`config.mk`:
```
export PLATFORM = sky130hd
export DESIGN_NAME = block_puncturer
export DESIGN_NICKNAME = d
export VERILOG_FILES = /design/src/rtl/block_puncturer.sv
export SDC_FILE = /design/constraint.sdc
export NUM_CORES = 1
export LEC_CHECK = 0
export ABC_CLOCK_PERIOD_IN_PS = 2050
export BUFFER_PORTS_ARGS = -buffer_cell sky130_fd_sc_hd__buf_2
export CAP_MARGIN = 10
export CORE_UTILIZATION = 30
export DETAILED_ROUTE_END_ITERATION = 10
export GPL_TIMING_DRIVEN = 1
export MAX_ROUTING_LAYER = met4
export PLACE_DENSITY = 0.48
export SYNTH_ARGS = -nofsm -noshare
export SYNTH_HDL_FRONTEND = slang
export SYNTH_SLANG_ARGS = --single-unit
export TNS_END_PERCENT = 20
```
`constraint.sdc`:
```
create_clock -name clk -period 2.05 [get_ports clk]
set_input_delay 0.1025 -clock clk [delete_from_list [all_inputs] [get_ports clk]]
set_output_delay 0.1025 -clock clk [all_outputs]
set_load 0.005 [all_outputs]
```
`src/rtl/block_puncturer.sv`:
```
// Word-stream puncturer: drops words by a periodic keep mask and re-frames survivors.
// Optional PUNCTURER_BYPASS_EN adds i_bypass, which keeps every word of the codeword it is sampled with.
module block_puncturer #(
    parameter int                     WORD_LENGTH = 3,
    parameter int                     PATTERN_LEN = 4,
    parameter logic [PATTERN_LEN-1:0] PATTERN     = 4'b1101
) (
    input  logic                   clk,
    input  logic                   rst,
    input  logic                   i_valid,
    input  logic [WORD_LENGTH-1:0] i_data,
    input  logic                   i_start_cw,
    input  logic                   i_end_cw,
    output logic                   o_in_ready,
    output logic                   o_valid,
    output logic [WORD_LENGTH-1:0] o_data,
    output logic                   o_start_cw,
    output logic                   o_end_cw,
    output logic                   o_error,
    input  logic                   i_consume
`ifdef PUNCTURER_BYPASS_EN
    ,
    input  logic                   i_bypass
`endif
);

    localparam int PW = (PATTERN_LEN > 1) ? $clog2(PATTERN_LEN) : 1;
    localparam logic [PW-1:0] POS_LAST  = PW'(PATTERN_LEN - 1);
    localparam logic [PW-1:0] POS_FIRST = (PATTERN_LEN > 1) ? PW'(1) : '0;

    typedef enum logic [1:0] {IDLE, RECEIVING, ERROR} state_t;

    state_t                 state_reg, state_next;
    logic [PW-1:0]          pos_reg, pos_next;
    logic [WORD_LENGTH-1:0] h_data_reg, h_data_next;
    logic                   h_start_reg, h_start_next;
    logic                   h_valid_reg, h_valid_next;
    logic                   flush_reg, flush_next;
    logic [WORD_LENGTH-1:0] o_data_reg, o_data_next;
    logic                   o_start_reg, o_start_next;
    logic                   o_end_reg, o_end_next;
    logic                   o_valid_reg, o_valid_next;

    logic o_free;
    logic in_ready;
    logic accept;
    logic keep;
    logic [PW-1:0] pos_inc;

    assign o_free   = !o_valid_reg || i_consume;
    assign in_ready = (state_reg == ERROR) || (o_free && !flush_reg);
    assign accept   = i_valid && in_ready;
    assign pos_inc  = (pos_reg == POS_LAST) ? '0 : pos_reg + PW'(1);

`ifdef PUNCTURER_BYPASS_EN
    logic bypass_reg, bypass_next;
    assign keep = PATTERN[pos_reg] || bypass_reg;
`else
    assign keep = PATTERN[pos_reg];
`endif

    always_comb begin
        state_next   = state_reg;
        pos_next     = pos_reg;
        h_data_next  = h_data_reg;
        h_start_next = h_start_reg;
        h_valid_next = h_valid_reg;
        flush_next   = flush_reg;
        o_data_next  = o_data_reg;
        o_start_next = o_start_reg;
        o_end_next   = o_end_reg;
        o_valid_next = o_valid_reg;
`ifdef PUNCTURER_BYPASS_EN
        bypass_next  = bypass_reg;
`endif

        if (o_valid_reg && i_consume)
            o_valid_next = 1'b0;

        // Flush: the held final word moves to O once O is free.
        if (flush_reg && o_free) begin
            o_data_next  = h_data_reg;
            o_start_next = h_start_reg;
            o_end_next   = 1'b1;
            o_valid_next = 1'b1;
            h_valid_next = 1'b0;
            flush_next   = 1'b0;
        end

        if (accept) begin
            if (i_start_cw && state_reg != RECEIVING) begin
                // Fresh codeword (from IDLE, or leaving ERROR); position 0 is always kept.
                pos_next = POS_FIRST;
`ifdef PUNCTURER_BYPASS_EN
                bypass_next = i_bypass;
`endif
                if (i_end_cw) begin
                    state_next = IDLE;
                    if (o_free) begin
                        o_data_next  = i_data;
                        o_start_next = 1'b1;
                        o_end_next   = 1'b1;
                        o_valid_next = 1'b1;
                    end else begin
                        h_data_next  = i_data;
                        h_start_next = 1'b1;
                        h_valid_next = 1'b1;
                        flush_next   = 1'b1;
                    end
                end else begin
                    h_data_next  = i_data;
                    h_start_next = 1'b1;
                    h_valid_next = 1'b1;
                    state_next   = RECEIVING;
                end
            end else if (state_reg == IDLE || (state_reg == RECEIVING && i_start_cw)) begin
                h_valid_next = 1'b0;
                state_next   = ERROR;
            end else if (state_reg == RECEIVING) begin
                pos_next = pos_inc;
                if (i_end_cw) begin
                    state_next = IDLE;
                    if (keep && h_valid_reg) begin
                        o_data_next  = h_data_reg;
                        o_start_next = h_start_reg;
                        o_end_next   = 1'b0;
                        o_valid_next = 1'b1;
                        h_data_next  = i_data;
                        h_start_next = 1'b0;
                        flush_next   = 1'b1;
                    end else if (keep) begin
                        o_data_next  = i_data;
                        o_start_next = 1'b1;
                        o_end_next   = 1'b1;
                        o_valid_next = 1'b1;
                    end else if (h_valid_reg) begin
                        // Dropped end word: the held kept word becomes the last one.
                        o_data_next  = h_data_reg;
                        o_start_next = h_start_reg;
                        o_end_next   = 1'b1;
                        o_valid_next = 1'b1;
                        h_valid_next = 1'b0;
                    end else begin
                        state_next = ERROR;
                    end
                end else if (keep) begin
                    if (h_valid_reg) begin
                        o_data_next  = h_data_reg;
                        o_start_next = h_start_reg;
                        o_end_next   = 1'b0;
                        o_valid_next = 1'b1;
                    end
                    h_data_next  = i_data;
                    h_start_next = !h_valid_reg;
                    h_valid_next = 1'b1;
                end
            end
        end
    end

    always_ff @(posedge clk or negedge rst) begin
        if (!rst) begin
            state_reg   <= IDLE;
            pos_reg     <= '0;
            h_data_reg  <= '0;
            h_start_reg <= 1'b0;
            h_valid_reg <= 1'b0;
            flush_reg   <= 1'b0;
            o_data_reg  <= '0;
            o_start_reg <= 1'b0;
            o_end_reg   <= 1'b0;
            o_valid_reg <= 1'b0;
`ifdef PUNCTURER_BYPASS_EN
            bypass_reg  <= 1'b0;
`endif
        end else begin
            state_reg   <= state_next;
            pos_reg     <= pos_next;
            h_data_reg  <= h_data_next;
            h_start_reg <= h_start_next;
            h_valid_reg <= h_valid_next;
            flush_reg   <= flush_next;
            o_data_reg  <= o_data_next;
            o_start_reg <= o_start_next;
            o_end_reg   <= o_end_next;
            o_valid_reg <= o_valid_next;
`ifdef PUNCTURER_BYPASS_EN
            bypass_reg  <= bypass_next;
`endif
        end
    end

    assign o_in_ready = in_ready;
    assign o_valid    = o_valid_reg;
    assign o_data     = o_data_reg;
    assign o_start_cw = o_start_reg;
    assign o_end_cw   = o_end_reg;
    assign o_error    = (state_reg == ERROR);

endmodule

```
Yosys cells after proc, flatten, opt, wreduce, memory -nomap -nowiden

Index checks and enable logic that the tools add are counted.

Memory bits (writable): 0
Register bits after elaboration: 16
Memories kept: 0
Bits in read-only memories: 0
Bits in latches: 0
Word-level logic and storage cells: 141
Output and inout port bits: 8

Multipliers: 0
Order comparisons: 1
Shifts and indexed selects: 0
Reductions and logical operators: 21
Divide/modulo/power cells: 0
Muxes and demuxes: 101
Eq/ne operators: 7
Bitwise operators: 0
Add/subtract/negate cells: 1

Operator list:

| operator                                            | count |
|---|---|
| 2-to-1 mux 1 bit                                    | 69 |
| 2-to-1 mux 3 bit                                    | 20 |
| 2-to-1 mux 2 bit                                    | 11 |
| nonzero test 3 bit                                  | 3 |
| logical AND 1 bit                                   | 7 |
| AND reduction 3 bit                                 | 2 |
| AND reduction 6 bit                                 | 1 |
| equality test 2 bit, second input constant          | 2 |
| logical NOT 1 bit                                   | 3 |
| logical OR 1 bit                                    | 3 |
| < comparator 2 x 3 -> 1 bit, second input constant  | 1 |
| != test 3 x 1 -> 1 bit, second input constant       | 1 |
| != test 3 bit, second input constant                | 1 |
| adder 2 x 1 -> 2 bit, second input constant         | 1 |
| binary-select mux 1 bit (select 2 bit)              | 1 |
| equality test 2 x 1 -> 1 bit, second input constant | 1 |
| logical NOT 2 bit                                   | 1 |
| != test 2 x 1 -> 1 bit, second input constant       | 1 |
| != test 2 bit, second input constant                | 1 |
| nonzero test 2 bit                                  | 1 |

Longest topological paths before layout

Word-level depth: 12
Mapped depth: 7
Gate-level depth less buffers: 7

Least setup slack after synthesis

OpenSTA, ideal clock, no wires.

Kind: register to register
Start: reg pos_reg[1]
End: reg o_valid_reg (netlist: o_valid)
Setup slack: 345 ps
Data required time: 1926 ps
Stages on the path, launching flop included: 8
Library setup time: 124 ps
Buffers on the path: 0
Period minus slack after synthesis: 1705 ps
Arrival: 1581 ps
Path through: dfrtp_1 > inv_1 > ha_1 > inv_1 > maj3_1 > nand2_1 > nand2_1 > a211o_1

Cells in the longest elaborated chain, start to end: 9
Elaborated cells between the ends (all ways): 11
Classes of those cells: mux (10); reduce/logical (1)

Ends and longest elaborated chain:

| element                                               | RTL line | text |
|---|---|---|
| from (decl)                                           | 34       | `logic [PW-1:0] pos_reg, pos_next;` |
| from (signal assigned)                                | 178      | `pos_reg <= pos_next;` |
| binary-select mux 1 bit (select 2 bit) (*)            | 59       | `assign keep = PATTERN[pos_reg];` |
| 2-to-1 mux 1 bit (implied by the code) (*)            | 59       |  |
| 2-to-1 mux 1 bit or logical AND 1 bit (tied branches) | 131, 123 |  |
| 2-to-1 mux 1 bit                                      | 123      | `if (keep && h_valid_reg) begin` |
| 2-to-1 mux 1 bit (*)                                  | 121      | `if (i_end_cw) begin` |
| 2-to-1 mux 1 bit (*)                                  | 119      | `end else if (state_reg == RECEIVING) begin` |
| 2-to-1 mux 1 bit (*)                                  | 116      | `end else if (state_reg == IDLE \|\| (state_reg == RECEIVING && i_start_cw)) begin` |
| 2-to-1 mux 1 bit (*)                                  | 91       | `if (i_start_cw && state_reg != RECEIVING) begin` |
| 2-to-1 mux 1 bit (*)                                  | 90       | `if (accept) begin` |
| net o_valid_next                                      | 42       | `logic o_valid_reg, o_valid_next;` |
| to (signal assigned)                                  | 186      | `o_valid_reg <= o_valid_next;` |
| to (decl)                                             | 42       |  |

The timed path passes the listed nets; every way through them passes the cells marked *. The select of a mux whose other input is x is not followed.
A chain may end at the register's enable or synchronous reset.

Worst setup path after layout

Same ends and word-level chain as after synthesis.

==> metrics.txt <==
asr flop ratio synth=100%; CTS Root Cell=clkbuf_8; vias=1096; CP Capture Type=flip-flop; deepest clock path buffer count=2; Layout area overhead=16.4%; crit-path max FO=6; routability cong.=0.901; initial antenna violation count=0; Total GRT Usage=16.8%; DR WL/cell=15.3 µm; WL final=3070 µm; placed wire-length estimate=2270 µm; first-pass GRT wire length=5130 µm; Seq pwr share=34.6%; setup bufs post-CTS=0; DRT antenna net count=0; total of max-cap violations=0; vias in the first global route=965; IR drop worst, VDD=0.458 mV; PwrDens=1360 nW/µm²; CTS tree=built; die area=4170 µm²; Synth Area per Inst=8.64 µm²; Fillers=386; number of synthesized flops with an enable pin=0; status=finished clean; number of setup violations in the final report=0; Yosys warnings=0; TritonCTS Sinks=16; DR DRC count=0; fin nets=165; layout cell share with drive strength beyond 1=23.5%; Synth Register Bits=16; Die Span X=64.6 µm; Fin. Hold Viols=0; WS Path Type=reg -> reg; fin crit period=1840 ps; Fin Setup TNS=0 ps; global route overflow=0; LEAKAGE=0.609 nW; sequential area share after synthesis=34.1%; CP Launch Type=flip-flop; initial core utilization=31.6%; Post-Syn Area=1170 µm²; largest net degree at the start of global routing=19; Synth Net Count=147; crit share post-route=89.9%; Vias/cell=5.45; Std-Cell Rows=22; Tot Pwr=1.86 mW; WP data required=2190 ps; hold crit path type=in -> reg; Post-Synthesis Cells=136; Arr. time, crit path=1980 ps; Slew Viols, Final=0; Initial DRC Count=50; die height=64.6 µm; number of H-tree levels=1; RSZ-0062 raised after global routing=no; Yosys cell types=46; Slew HR=74.9%; CTS clock-pin slew for the worst setup and hold paths=70 ps; Core Footprint=3720 µm²; port bufs=16; Net Sw Frac=41.4%; worst skew pair latency=260 ps; clk_skew=3.35 ps; clock network power share=15.5%; Top Ports=17; Pre-antenna DRT Iters=4; Net Sw Power=0.770 mW; Num CTS Buffers=3; n_diodes=0; P_int=1.09 mW; ys flop type=dfrtp_1; Slew @ Worst Pin=377 ps; Gate power share=50.0%; Max Clk Rate=0.542 GHz
[cells in the final DEF, fill, tap and decap left out, types with 2 or more instances in the layout]
master and n:
dfrtp_1 16, buf_2 16, nand2_1 15, a21oi_1 15, o21ai_0 11, inv_1 8
nor2b_1 4, nor2_1 4, a22oi_1 4, nand3_1 4, o22ai_1 4, clkbuf_8 4
a31oi_1 3, mux2_4 3, buf_4 3, mux2_2 2, nand4_1 2, maj3_1 2
a221oi_1 2, a211oi_1 2, o211ai_1 2, a21o_1 2
[power groups by stage]
stage / Sequential (mW) / Combinational (mW) / Clock [mW]
floorplan: 0.576 / 0.750 / 0
global placement: 0.644 / 0.919 / 0
detailed placement: 0.648 / 0.923 / 0
CTS: 0.642 / 0.928 / 0.303
global route: 0.673 / 1.05 / 0.316
finish: 0.644 / 0.931 / 0.288
[critical path: stages (launching register included)]
cell and delay [ps]:
dfrtp_1 390, inv_1 80, ha_2 240, inv_1 120, maj3_1 350, nand2_1 160
nand2_1 90, a211o_1 300
[cell families (layout without fill, tap and decap cells)]
group	Yosys count	after routing	share of synthesized area, %
AO/OA/AOI/OAI	54	54	29.4
adder cells (fa/ha/maj)	4	4	3.83
buffers and inverters	15	32	5.75
flip-flops	16	16	34.1
multiplexers	6	6	6.60
AND/OR/NAND/NOR	41	41	20.3
[area by class of cell]
type	count	area, µm²	share of cell area [%]
multi-input combinational	105	709	51.9
tap	48	60.1	4.39
clock buffer	4	55.1	4.03
sequential	16	400	29.3
timing repair buffer	20	113	8.23
inverter	8	30.0	2.20
[metrics by stage]
stage	util, %	setup slack, ps	hold WS [ps]	area [µm²]	instances
2_1_floorplan	-	345	-193	1170	136
3_3_place_gp	35.0	232	51.5	1300	196
3_5_place_dp	35.0	171	52.5	1300	196
4_1_cts	36.7	154	103	1370	201
5_1_grt	36.8	71.7	111	1370	201
6_report	36.8	206	110	1370	201
[routing by layer]
| metal | wire (µm) | part of all wire (%) | GRT usage (%) | vias to the layer above |
|---|---|---|---|---|
| li1 | - | - | - | 534 |
| met2 | 1340 | 44 | 23.7 | 34 |
| met4 | 31 | 1.0 | 5.00 | 0 |
| met5 | 0 | 0 | - | - |
| met3 | 158 | 5.1 | 3.87 | 4 |
| met1 | 1540 | 50 | 23.7 | 524 |
[what timing repair did]
item                                    CTS  global route
hold buffers                              1             0
endpoints found under the setup margin    0             1
endpoints found under the hold margin    16             0
gates resized for setup                   0             1
[Yosys cell counts, drive strengths merged (2+ instances only)]
cell,n,area share (%)
ha,2,2.1
nand2,15,4.8
nor2b,5,3.3
a31oi,3,1.6
inv,8,2.6
dfrtp,16,34
clkbuf,2,0.64
a22oi,4,2.6
o22ai,4,2.1
a21o,3,2.0
o21ai,12,5.4
maj3,2,1.7
buf,5,2.6
nand3,4,1.7
o211ai,2,1.3
a21oi,15,6.4
nand4,2,1.1
mux2,5,5.8
nand2b,2,1.7
a211oi,2,1.3
nor3,2,1.3
nor2,4,1.3
a221oi,2,1.5
[path summary, 6_finish.rpt]
| check | from | endpoint | slack, ps | depth (start not counted) |
|---|---|---|---|---|
| min reg2reg | pos_reg[1]$_DFFE_PN0P_ | pos_reg[1]$_DFFE_PN0P_ | 510 | 1 |
| min | i_data[1] | h_data_reg[1]$_DFFE_PN0P_ | 110 | 2 |
| max | pos_reg[1]$_DFFE_PN0P_ | o_valid$_DFF_PN0_ | 210 | 7 |
| min in group asynchronous | rst | h_data_reg[1]$_DFFE_PN0P_ | 290 | 2 |
| max in group asynchronous | rst | o_valid$_DFF_PN0_ | 1490 | 2 |
| max reg2reg | pos_reg[1]$_DFFE_PN0P_ | o_valid$_DFF_PN0_ | 210 | 7 |
(Power assumes the default switching activity.)
